**src/rtl/sigmod_pkg.sv**
```systemverilog
// Shared constants and types for the signal modulator family: default LFSR
// shape, symbol timing divider and symbol-bit type.
package sigmod_pkg;

  localparam int         LFSR_N    = 7;
  localparam logic [6:0] LFSR_TAPS = 7'b1100000;
  localparam logic [6:0] LFSR_SEED = 7'b0000001;

  // Also sets the modulator's phase-step timing, so keep the two in step.
  localparam int SYM_DIV = 256;
  localparam int SYM_CW  = 16;

  typedef logic sym_bit_t;

endpackage

```
**src/rtl/lfsr_core.sv**
```systemverilog
// Fibonacci LFSR with lock-up guard; steps on request, reloads with a
// zero-safe value and exposes the next-step and reload values.
module lfsr_core
  import sigmod_pkg::*;
#(
  parameter int         N    = LFSR_N,
  parameter logic [N-1:0] TAPS = N'(LFSR_TAPS),
  parameter logic [N-1:0] SEED = N'(LFSR_SEED)
) (
  input  logic         clk,
  input  logic         rst,
  input  logic         step,
  input  logic         reload,
  input  logic [N-1:0] reload_val,
  output logic [N-1:0] state_next,
  output logic [N-1:0] reload_state
);

  logic [N-1:0] state;
  logic [N-1:0] shifted;
  logic         fb;

  // Feedback, shift and the all-zero escape for both step and reload values
  always_comb begin
    fb      = ^(state & TAPS);
    shifted = {state[N-2:0], fb};
    if (shifted == '0) begin
      state_next = SEED;
    end else begin
      state_next = shifted;
    end
    if (reload_val == '0) begin
      reload_state = SEED;
    end else begin
      reload_state = reload_val;
    end
  end

  // State register: reset beats reload beats step
  always_ff @(posedge clk) begin
    if (rst) begin
      state <= SEED;
    end else if (reload) begin
      state <= reload_state;
    end else if (step) begin
      state <= state_next;
    end else begin
      state <= state;
    end
  end

endmodule

```
**src/rtl/pn_symbol_source.sv**
```systemverilog
// Pseudo-random symbol source: one LFSR step every DIV enabled clocks, with a
// held data bit, a symbol strobe, a period-start marker and a symbol counter.
module pn_symbol_source
  import sigmod_pkg::*;
#(
  parameter int           N    = LFSR_N,
  parameter logic [N-1:0] TAPS = N'(LFSR_TAPS),
  parameter logic [N-1:0] SEED = N'(LFSR_SEED),
  parameter int           DIV  = SYM_DIV,
  parameter int           CW   = SYM_CW
) (
  input  logic          clk,
  input  logic          rst,
  input  logic          en,
  input  logic          seed_ld,
  input  logic [N-1:0]  seed_in,
  output logic          m,
  output logic          sym_strobe,
  output logic          load,
  output logic [CW-1:0] sym_cnt
);

  localparam int DW = (DIV > 1) ? $clog2(DIV) : 1;

  logic [DW-1:0] div_cnt;
  logic          tick;
  logic [N-1:0]  state_next;
  logic [N-1:0]  reload_state;

  assign tick = en && (div_cnt == DW'(DIV - 1));

  lfsr_core #(
    .N    (N),
    .TAPS (TAPS),
    .SEED (SEED)
  ) u_lfsr (
    .clk          (clk),
    .rst          (rst),
    .step         (tick),
    .reload       (seed_ld),
    .reload_val   (seed_in),
    .state_next   (state_next),
    .reload_state (reload_state)
  );

  // Symbol divider; a reload restarts the symbol so the next tick is DIV enabled cycles away
  always_ff @(posedge clk) begin
    if (rst) begin
      div_cnt <= '0;
    end else if (seed_ld) begin
      div_cnt <= '0;
    end else if (tick) begin
      div_cnt <= '0;
    end else if (en) begin
      div_cnt <= div_cnt + DW'(1);
    end else begin
      div_cnt <= div_cnt;
    end
  end

  // Output registers, one clock after the tick that advances the LFSR
  always_ff @(posedge clk) begin
    if (rst) begin
      m          <= 1'b0;
      sym_strobe <= 1'b0;
      load       <= 1'b0;
      sym_cnt    <= '0;
    end else if (seed_ld) begin
      m          <= reload_state[N-1];
      sym_strobe <= 1'b0;
      load       <= 1'b0;
      sym_cnt    <= '0;
    end else if (tick) begin
      m          <= state_next[N-1];
      sym_strobe <= 1'b1;
      load       <= (state_next == SEED);
      if (state_next == SEED) begin
        sym_cnt <= '0;
      end else begin
        sym_cnt <= sym_cnt + CW'(1);
      end
    end else begin
      m          <= m;
      sym_strobe <= 1'b0;
      load       <= 1'b0;
      sym_cnt    <= sym_cnt;
    end
  end

endmodule

```
**config.mk**
```make
export PLATFORM = sky130hd
export DESIGN_NAME = pn_symbol_source
export DESIGN_NICKNAME = d
export VERILOG_FILES = /design/src/rtl/sigmod_pkg.sv /design/src/rtl/lfsr_core.sv /design/src/rtl/pn_symbol_source.sv
export SDC_FILE = /design/constraint.sdc
export NUM_CORES = 1
export LEC_CHECK = 0
export ABC_AREA = 0
export CORE_MARGIN = 10
export CORE_UTILIZATION = 40
export CTS_BUF_LIST = sky130_fd_sc_hd__clkbuf_16
export DETAILED_ROUTE_END_ITERATION = 8
export PLACE_DENSITY = 0.64
export SLEW_MARGIN = 30
export SYNTH_ARGS = -nofsm -noshare
export SYNTH_HDL_FRONTEND = slang
export SYNTH_SLANG_ARGS = --single-unit
```
**constraint.sdc**
```tcl
create_clock -name clk -period 2.3 [get_ports clk]
set_clock_uncertainty 0.1 [all_clocks]
set_input_delay 0.345 -clock clk [delete_from_list [all_inputs] [get_ports clk]]
set_output_delay 0.345 -clock clk [all_outputs]
set_load 0.005 [all_outputs]
```
Word-level counts from Yosys, hierarchy flattened. Cells that the tools add are included.

Register bits: 34. Input bits: 11. Output and inout port bits: 19.

Add/sub/neg operators: 2. Equal/unequal tests: 2. Muxes and demuxes: 8. Bitwise logic cells: 1. Reductions and logical operators: 8.

Operator list (number): $mux W7 (4); $add A16 B1 Y16 const B (1); $mux W16 (1); $logic_not A7 Y1 (2); $add A8 B1 Y8 const B (1); $eq A8 B8 Y1 const B (1); $eq A7 B1 Y1 const B (1); $reduce_xor A7 Y1 (1); $reduce_or A3 Y1 (2); $mux W1 (3); $reduce_bool A2 Y1 (1); $reduce_or A2 Y1 (1); $logic_and A1 B1 Y1 (1); $not A1 Y1 (1).

Depth between registers and ports, before layout. Gate-level depths: netlist of run 1.

Word-level depth: 5. Mapped depth: 7.

Cells and area by module. Synthesis of run 1 repeated with hierarchy kept, for this count alone.

Cell total of the unflattened synthesis: 205. Area, all modules: 1696.6 sq um.

Modules (own cells, without submodules): pn_symbol_source (times used 1, cells an instance 145, area an instance 1253.7 sq um); lfsr_core (times used 1, cells an instance 60, area an instance 442.9 sq um).

Least setup slack after synthesis of run 1. No wires, ideal clock.

Path kind: flip-flop to flip-flop. Start: register div_cnt[0]. End: register sym_cnt[14]. Setup time: 71 ps. Arrival: 1895 ps. Data required time: 2129 ps. Setup slack: 234 ps. Cell stages (with the launch flop): 7. Path buffers: 1. Clock period less this slack: 2066 ps. Cell sequence: dfxtp_1 ha_1 nand2_1 or4_1 buf_2 or4_1 a21oi_1.

Word-level cells in the longest chain between the ends: 2.

Ends and longest elaborated chain: from (decl) (RTL line pn_symbol_source.sv:25) `logic [DW-1:0] div_cnt;`; from (signal assigned) (RTL line pn_symbol_source.sv:55) `div_cnt <= div_cnt + DW'(1);`; from (signal assigned) (RTL line pn_symbol_source.sv:57) `div_cnt <= div_cnt;`; $eq A8 B8 Y1 (RTL line pn_symbol_source.sv:30) `assign tick = en && (div_cnt == DW'(DIV - 1));`; $logic_and A1 B1 Y1 (RTL line pn_symbol_source.sv:30); to (signal assigned) (RTL line pn_symbol_source.sv:80) `sym_cnt <= sym_cnt + CW'(1);`; to (signal assigned) (RTL line pn_symbol_source.sv:86) `sym_cnt <= sym_cnt;`; to (decl) (RTL line pn_symbol_source.sv:20) `output logic [CW-1:0] sym_cnt`.

No other way between the ends. A chain may end at the register's enable or synchronous reset.

Worst setup path after layout of run 1.
Start: register div_cnt[0]. End: register sym_cnt[15].

Same word-level chain as after synthesis.

==> flow_metrics.tcl, run 1 <==
set metrics [dict create \
    gp_congestion 0.8245 \
    root_buffer "clkbuf_16" \
    via_per_inst 5.383 \
    layout.nets 229 \
    die_w_um 81.14 \
    clkSlewWorstSetupHoldPaths_ns 0.05 \
    path_cells "ha_1, nand2_1, or4_1, or4_1, a21oi_1" \
    crit_slowest_cell "or4_1" \
    start_util_pct 41.15 \
    setup.worst_path.start "div_cnt[0]" \
    fin_area_sq_um 1998 \
    drc 0 \
    area_growth_pct 33.64 \
    critical_path_depth 5 \
    async_reset_ff_share_pct 0 \
    numCtsBuffers 5 \
    syn-num-nets 194 \
    synth.top_cell.area_share_pct 44.18 \
    critPathKind "reg2reg" \
    cts_resized 1 \
    crit_end "sym_cnt[15]" \
    wire_per_inst_um 13.73 \
    syn-cell-area_sq_um 1495 \
    drtIter0Drc 80 \
    synth_warnings 0 \
    synth_area_leaders "dfxtp_1 (44%), nor2_1 (6.3%), nand2_1 (6.0%)" \
    relSlewSlack_pct 74.98 \
    tightest_slew_ns 0.3742 \
    slew_violations 0 \
    place_inst 257 \
    cpPeakStageDelay_ns 0.61 \
    hp-class "reg2reg" \
    rr_worst_depth 5 \
    antenna_found_initial 0 \
    antenna_cells 0 \
    finalNonFillerCells 264 \
    place_hpwl_mm 2.760 \
    final_antenna_net_count 0 \
    synth_seq_cells 33 \
    coreArea_sq_um 3633 \
    timing.rr.start "div_cnt[0]" \
    fmax_mhz 468.6 \
    arrival_ns 2.25 \
    yosysMostFrequentCell "dfxtp_1" \
    ctsHoldBuffers 0 \
    clockBufferDepth 2 \
    outcome "complete, no violations" \
    clock_latency_ns 0.28 \
    postCtsSetupBuffers 0 \
    synth_largest_area_cell "dfxtp_1" \
    synth_flop_cell "dfxtp_1" \
    synth_cell_types 30 \
    grt_max_degree 15 \
    routed_wl_mm 3.626 \
    dr.pass1.iters 4 \
    via_count 1421 \
    finalSetupViolCount 0 \
    netlist_top_cells_count "dfxtp_1 (33), nor2_1 (25), nand2_1 (24)" \
    numPortBuffers 29 \
    cts_tree "done" \
    die_h_um 81.14 \
    cp_max_fo 5 \
    powerDensity_nw_per_um2 630.8 \
    power_leakage_nw 0.6385 \
    required_ns 2.41 \
    grtUsageTotal_pct 11.96 \
    place_area_sq_um 1867 \
    critPathMostFrequentCell "or4_1" \
    r2r_setup_slack_ns 0.17 \
    startpoint_type "flop" \
    first_global_vias 1371 \
    synth-seq-area-share_pct 44.18 \
    min_period_ns 2.134 \
    die_area_sq_um 6584 \
    num_io_pins 30 \
    syn_inst 181 \
    rsz0062_at_grt "no" \
    maxCapViolations 0 \
    critPathBufInv 0 \
    grt_overflow 0 \
    cts_sinks 33 \
    core.rowCount 22 \
    synth_area_per_cell_sq_um 8.261 \
    htree_num_levels 2 \
    synth_edf_count 0 \
    reg2reg_to "sym_cnt[15]" \
    layout-drive-gt1-share_pct 6.481 \
    path_delay_family "simple AND/OR/NAND/NOR gates" \
    crit_path_end_kind "flop" \
    grt_pass1_wl_mm 6.168 \
    hold_violations 0 \
    peakVddDrop_uv 423.0 \
    finalCritPeriodShare_pct 92.78 \
]
cell type report:
cell class	instances	area, sq um
multi-input combinational	135	780.7
inverter	4	15.01
sequential	33	660.6
timing repair buffer	37	349.1
tap	48	60.06
clock buffer	5	125.1
fill	353	1635
clock inverter	2	7.507
tightest hold or removal path, cell delays in order, from the launching register on:
cell     delay, ns
dfxtp_1       0.33
o31ai_1       0.07
a21oi_1       0.05
sequential cells by signal, indices dropped and copies added (netlist names):
signal and count:
div_cnt 8, u_lfsr.state 6, m 1, sym_cnt 16, sym_strobe 1, load 1
worst min-delay path by stage:
stage	from	endpoint	slack, ns	cells after the start
floorplan	seed_ld	load	0.32	1
global placement	sym_cnt[15]	sym_cnt[15]	0.37	2
detailed placement	sym_cnt[9]	sym_cnt[9]	0.39	2
CTS	sym_cnt[9]	sym_cnt[9]	0.40	2
global route	sym_cnt[9]	sym_cnt[9]	0.42	2
finish	sym_cnt[9]	sym_cnt[9]	0.40	2
placed cells by master (no fill, tap or decap), types with 3 or more instances in the layout:
| cell | netlist | final |
|---|---|---|
| buf_4 | 1 | 8 |
| inv_1 | 4 | 5 |
| xnor2_1 | 10 | 10 |
| or4_1 | 8 | 8 |
| nor4_1 | 4 | 4 |
| or3_1 | 4 | 4 |
| nand4_1 | 6 | 6 |
| nand2_1 | 24 | 24 |
| a311oi_1 | 6 | 6 |
| clkbuf_16 | 0 | 5 |
| a21oi_1 | 9 | 9 |
| nor3_1 | 6 | 6 |
| xor2_1 | 3 | 3 |
| nor2_1 | 25 | 25 |
| o31ai_1 | 5 | 5 |
| nand3_1 | 8 | 8 |
| dfxtp_1 | 33 | 33 |
| o21ai_0 | 5 | 5 |
| clkdlybuf4s50_1 | 0 | 28 |
power breakdown:
| group | total [mW] | switching (mW) | internal (mW) |
|---|---|---|---|
| clock network | 0.609 | 0.224 | 0.385 |
| logic | 0.0597 | 0.0291 | 0.0306 |
| registers | 0.591 | 0.00861 | 0.583 |
| total | 1.26 | 0.262 | 0.999 |
cell families (layout without fill, tap and decap cells):
| logic type | after synthesis | after routing | synth area share (%) |
|---|---|---|---|
| flops | 33 | 33 | 44.18 |
| fa+ha+maj | 2 | 2 | 1.673 |
| compound gates | 29 | 29 | 12.64 |
| buf+inv | 13 | 48 | 3.598 |
| simple gates | 90 | 90 | 29.62 |
| mux | 1 | 1 | 0.6695 |
| xor+xnor | 13 | 13 | 7.615 |
metrics by stage:
step / hold WS [ns] / utilization [%] / power (mW) / setup TNS, ns / worst slack, ns
floorplan: 0.3235 / - / 0.6330 / 0 / 0.2340
global placement: 0.3653 / 51.38 / 0.6609 / -2.175 / -0.2452
detailed placement: 0.3932 / 51.38 / 0.6632 / -3.266 / -0.3123
CTS: 0.4010 / 54.99 / 1.268 / 0 / 0.1515
global route: 0.4218 / 54.99 / 1.293 / 0 / 0.02601
finish: 0.3994 / 54.99 / 1.260 / 0 / 0.1660
layer usage:
metal | wire length (um) | global-route usage, %
met3 | 232 | 4.415
met5 | 0 | 0
met4 | 81 | 6.747
met2 | 1714 | 19.11
met1 | 1596 | 13.51
No activity file was read; power rests on OpenSTA's default activity.
==> inputs of run 2 (changes only) <==
- SKIP_CTS_REPAIR_TIMING: default -> 1
==> flow_metrics.tcl, run 2 (synthesis results as in run 1) <==
set metrics [dict create \
    via_per_inst 5.364 \
    antenna_cells 0 \
    setup.worst_path.start "div_cnt[0]" \
    fin_area_sq_um 2002 \
    reg.largest.list "sym_cnt x16, div_cnt x8, u_lfsr.state x6" \
    numPortBuffers 29 \
    hold_violations 0 \
    critPathMostFrequentCell "or4_1" \
    final_antenna_net_count 0 \
    rsz0062_at_grt "no" \
    cp_max_fo 5 \
    place_hpwl_mm 2.760 \
    most-common-layout-cells "dfxtp_1 (33), clkdlybuf4s50_1 (28), nor2_1 (25), nand2_1 (24), xnor2_1 (10)" \
    grt_pass1_wl_mm 6.154 \
    drtIter0Drc 90 \
    relSlewSlack_pct 74.98 \
    outcome "complete, no violations" \
    via_count 1416 \
    peakVddDrop_uv 423.0 \
    power_leakage_nw 0.6463 \
    crit_slowest_cell "or4_1" \
    fill_cells 353 \
    holdPathStages 2 \
    layout-drive-gt1-share_pct 6.481 \
    wire_per_inst_um 13.71 \
    root_buffer "clkbuf_16" \
    required_ns 2.41 \
    coreArea_sq_um 3633 \
    start_util_pct 41.15 \
    gp_congestion 0.8245 \
    finalSetupViolCount 0 \
    num_io_pins 30 \
    numCtsBuffers 5 \
    dr.pass1.iters 4 \
    area_growth_pct 33.89 \
    grt_overflow 0 \
    path_cells "ha_1, nand2_1, or4_1, or4_1, a21oi_1" \
    cpPeakStageDelay_ns 0.61 \
    drt-met1-wl_mm 1.596 \
    topRoutingLayerUsed "met4" \
    grt_max_degree 15 \
    finalCritPeriodShare_pct 92.81 \
    clkSlewWorstSetupHoldPaths_ns 0.05 \
    r2r_setup_slack_ns 0.17 \
    maxCapViolations 0 \
    min_period_ns 2.135 \
    clockBufferDepth 2 \
    layout_commonest_cell "dfxtp_1" \
    wl_met3_um 230 \
    die_w_um 81.14 \
    place_ws_ns -0.3123 \
    tightest_slew_ns 0.3742 \
    die_h_um 81.14 \
    setup_slack_ns 0.1654 \
    first_global_vias 1370 \
    layout.nets 229 \
    grtUsageTotal_pct 11.93 \
    drc 0 \
    clock_latency_ns 0.28 \
    routed_wl_mm 3.620 \
    cts_tree "done" \
    powerDensity_nw_per_um2 629.8 \
    die_area_sq_um 6584 \
    timing.rr.start "div_cnt[0]" \
    place_area_sq_um 1867 \
    hold_end "sym_cnt[9]" \
    hp-class "reg2reg" \
    hp-start "sym_cnt[9]" \
    largest_reg_flops 16 \
    reg2reg_to "sym_cnt[15]" \
    crit_path_end_kind "flop" \
    core.rowCount 22 \
    htree_num_levels 2 \
    antenna_found_initial 0 \
    dr_wl_met2_mm 1.711 \
    rr_worst_depth 5 \
    cts_sinks 33 \
    largest_register "sym_cnt" \
    slew_violations 0 \
    critPathKind "reg2reg" \
    fmax_mhz 468.5 \
    startpoint_type "flop" \
    final_util_pct 55.10 \
    arrival_ns 2.25 \
]
-- run 2: report_power, final --
part           switching, mW  internal, mW
registers            0.00862         0.583
logic                 0.0291        0.0311
clock network          0.224         0.385
-- run 2: final cells by class --
type	count	area [sq um]	share of cell area [%]
multi-input cells	135	780.7	39.00
clock buffers	5	125.1	6.250
inverters	4	15.01	0.7500
repair buffers	37	352.8	17.62
flip-flops and latches	33	660.6	33.00
well taps	48	60.06	3.000
clock inverters	2	7.507	0.3750
-- run 2: layer usage --
metal	track usage [%]	vias up
met5	0	-
met4	6.747	0
met3	4.415	8
met2	19.11	23
met1	13.45	668
li1	-	717
-- run 2: how the worst max path moves through the flow --
| stage | slack, ns | end |
|---|---|---|
| after floorplan | 0.23 | sym_cnt[14] |
| after global placement | -0.25 | sym_cnt[15] |
| after detailed placement | -0.31 | sym_cnt[13] |
| after CTS | -0.03 | sym_cnt[13] |
| after global routing | 0.03 | sym_cnt[13] |
| final | 0.17 | sym_cnt[15] |
-- run 2: worst max-delay path, delay by kind of cell (launching register included) --
kind | cells | cell delay [ns]
and+or+nand+nor | 3 | 1.22
AOI/OAI and AO/OA | 1 | 0.16
DFF | 1 | 0.39
adders and majority gates | 1 | 0.19
-- run 2: through the flow --
stage | hold WS, ns | setup TNS [ns] | total power [mW] | std cells
after floorplan | 0.3235 | 0 | 0.6330 | 181
after global placement | 0.3653 | -2.175 | 0.6609 | 257
after detailed placement | 0.3932 | -3.266 | 0.6632 | 257
after CTS | 0.4010 | -0.06056 | 1.268 | 264
after global routing | 0.4218 | 0 | 1.294 | 264
final | 0.3994 | 0 | 1.261 | 264
==> inputs of run 3 (changes only) <==
- CORE_UTILIZATION: 40 -> 50
- PLACE_DENSITY: 0.64 -> 0.77
==> flow_metrics.tcl, run 3 (synthesis results as in run 1) <==
set metrics [dict create \
    place_hpwl_mm 2.741 \
    routed_wl_mm 3.659 \
    clockBufferDepth 2 \
    numCtsBuffers 5 \
    min_period_ns 2.113 \
    die_h_um 74.69 \
    clock_latency_ns 0.28 \
    drc 0 \
    reg.largest.list "sym_cnt x16, div_cnt x8, u_lfsr.state x6" \
    grt_pass1_wl_mm 6.106 \
    drtIter0Drc 106 \
    largest_register "sym_cnt" \
    rr_worst_depth 6 \
    arrival_ns 2.23 \
    finalSetupViolCount 0 \
    hp-class "reg2reg" \
    hold_end "u_lfsr.state[1]" \
    grt_max_degree 15 \
    grt_overflow 0 \
    tightest_slew_ns 0.3495 \
    via_per_inst 5.772 \
    htree_num_levels 2 \
    finalNonFillerCells 246 \
    cts_tree "done" \
    setup.worst_path.start "div_cnt[0]" \
    antenna_cells 0 \
    finalCritPeriodShare_pct 91.88 \
    crit_slowest_cell "or4_4" \
    place_inst 240 \
    peakVddDrop_uv 487.4 \
    r2r_setup_slack_ns 0.19 \
    core.rowCount 19 \
    cp_max_fo 5 \
    clkSlewWorstSetupHoldPaths_ns 0.05 \
    holdPathStages 2 \
    start_util_pct 53.30 \
    timing.rr.start "div_cnt[0]" \
    fill_cells 231 \
    most-common-layout-cells "dfxtp_1 (33), clkdlybuf4s50_1 (28), nor2_1 (25), nand2_1 (24), xnor2_1 (10)" \
    via_count 1420 \
    coreArea_sq_um 2805 \
    largest_reg_flops 16 \
    relSlewSlack_pct 76.63 \
    wire_per_inst_um 14.87 \
    num_io_pins 30 \
    first_global_vias 1319 \
    startpoint_type "flop" \
    place_ws_ns -0.2734 \
    layout-drive-gt1-share_pct 7.907 \
    crit_path_end_kind "flop" \
    cpPeakStageDelay_ns 0.56 \
    required_ns 2.41 \
    layout.nets 229 \
    setup_slack_ns 0.1867 \
    antenna_found_initial 0 \
    reg2reg_to "sym_cnt[12]" \
    numPortBuffers 29 \
    die_area_sq_um 5578 \
    multiInputGateArea_sq_um 787.0 \
    path_cells "ha_2, nand2_1, or4_4, buf_4, or3_1, a21oi_1" \
    fin_area_sq_um 1984 \
    maxCapViolations 0 \
    powerDensity_nw_per_um2 633.2 \
    critPathKind "reg2reg" \
    grtUsageTotal_pct 14.11 \
    outcome "complete, no violations" \
    slew_violations 0 \
    fmax_mhz 473.2 \
    whs_ns 0.4006 \
    power_leakage_nw 0.6407 \
    hold_violations 0 \
    seq_area_sq_um 660.6 \
    area_growth_pct 32.72 \
    layout_commonest_cell "dfxtp_1" \
    place_area_sq_um 1846 \
    cts_sinks 33 \
    final_antenna_net_count 0 \
    dr.pass1.iters 4 \
    rsz0062_at_grt "no" \
    root_buffer "clkbuf_16" \
    die_w_um 74.69 \
    gp_congestion 0.8796 \
    hp-start "u_lfsr.state[0]" \
]
run 3: changes by cell type in the layout (fill, tap and decap cells not counted):
| cell | change |
|---|---|
| clkinv_1 | -1 |
| clkinv_2 | +1 |
| ha_1 | -1 |
| ha_2 | +1 |
| inv_1 | -1 |
| or4_1 | -1 |
| or4_4 | +1 |
run 3: critical path, delay by kind of cell, from the launching register on:
family	cells	cell delay [ns]
and+or+nand+nor	3	1.03
DFF	1	0.38
adders and majority gates	1	0.23
buffers and inverters	1	0.17
AOI/OAI and AO/OA	1	0.14
run 3: worst max-delay path by stage:
stage / to / slack (ns)
2_1_floorplan: sym_cnt[14] / 0.23
3_3_place_gp: sym_cnt[14] / -0.24
3_5_place_dp: sym_cnt[14] / -0.27
4_1_cts: sym_cnt[12] / -0.006
5_1_grt: sym_cnt[15] / 0.03
6_report: sym_cnt[12] / 0.19
run 3: area by class of cell:
class | instances | share of cell area, %
Clock buffer | 5 | 6.305
Clock inverter | 1 | 0.2522
Inverter | 4 | 0.7566
Multi-Input combinational cell | 135 | 39.66
Sequential cell | 33 | 33.29
Tap cell | 31 | 1.955
Timing Repair Buffer | 37 | 17.78
run 3: power breakdown:
group | internal (mW) | switching [mW]
combinational | 0.0311 | 0.0282
clock | 0.385 | 0.221
sequential | 0.583 | 0.00839
run 3: layer usage:
| metal | wire (um) | track usage [%] |
|---|---|---|
| met5 | 0 | 0 |
| met4 | 111 | 7.353 |
| met3 | 210 | 5.913 |
| met2 | 1703 | 21.52 |
| met1 | 1633 | 16.62 |
run 3: per-stage QoR:
step / util [%] / total power, mW / setup TNS, ns
4_1_cts: 70.43 / 1.265 / -0.005531
5_1_grt: 70.74 / 1.302 / 0
3_5_place_dp: 65.79 / 0.6620 / -1.859
6_report: 70.74 / 1.256 / 0
2_1_floorplan: - / 0.6330 / 0
3_3_place_gp: 65.79 / 0.6605 / -1.496
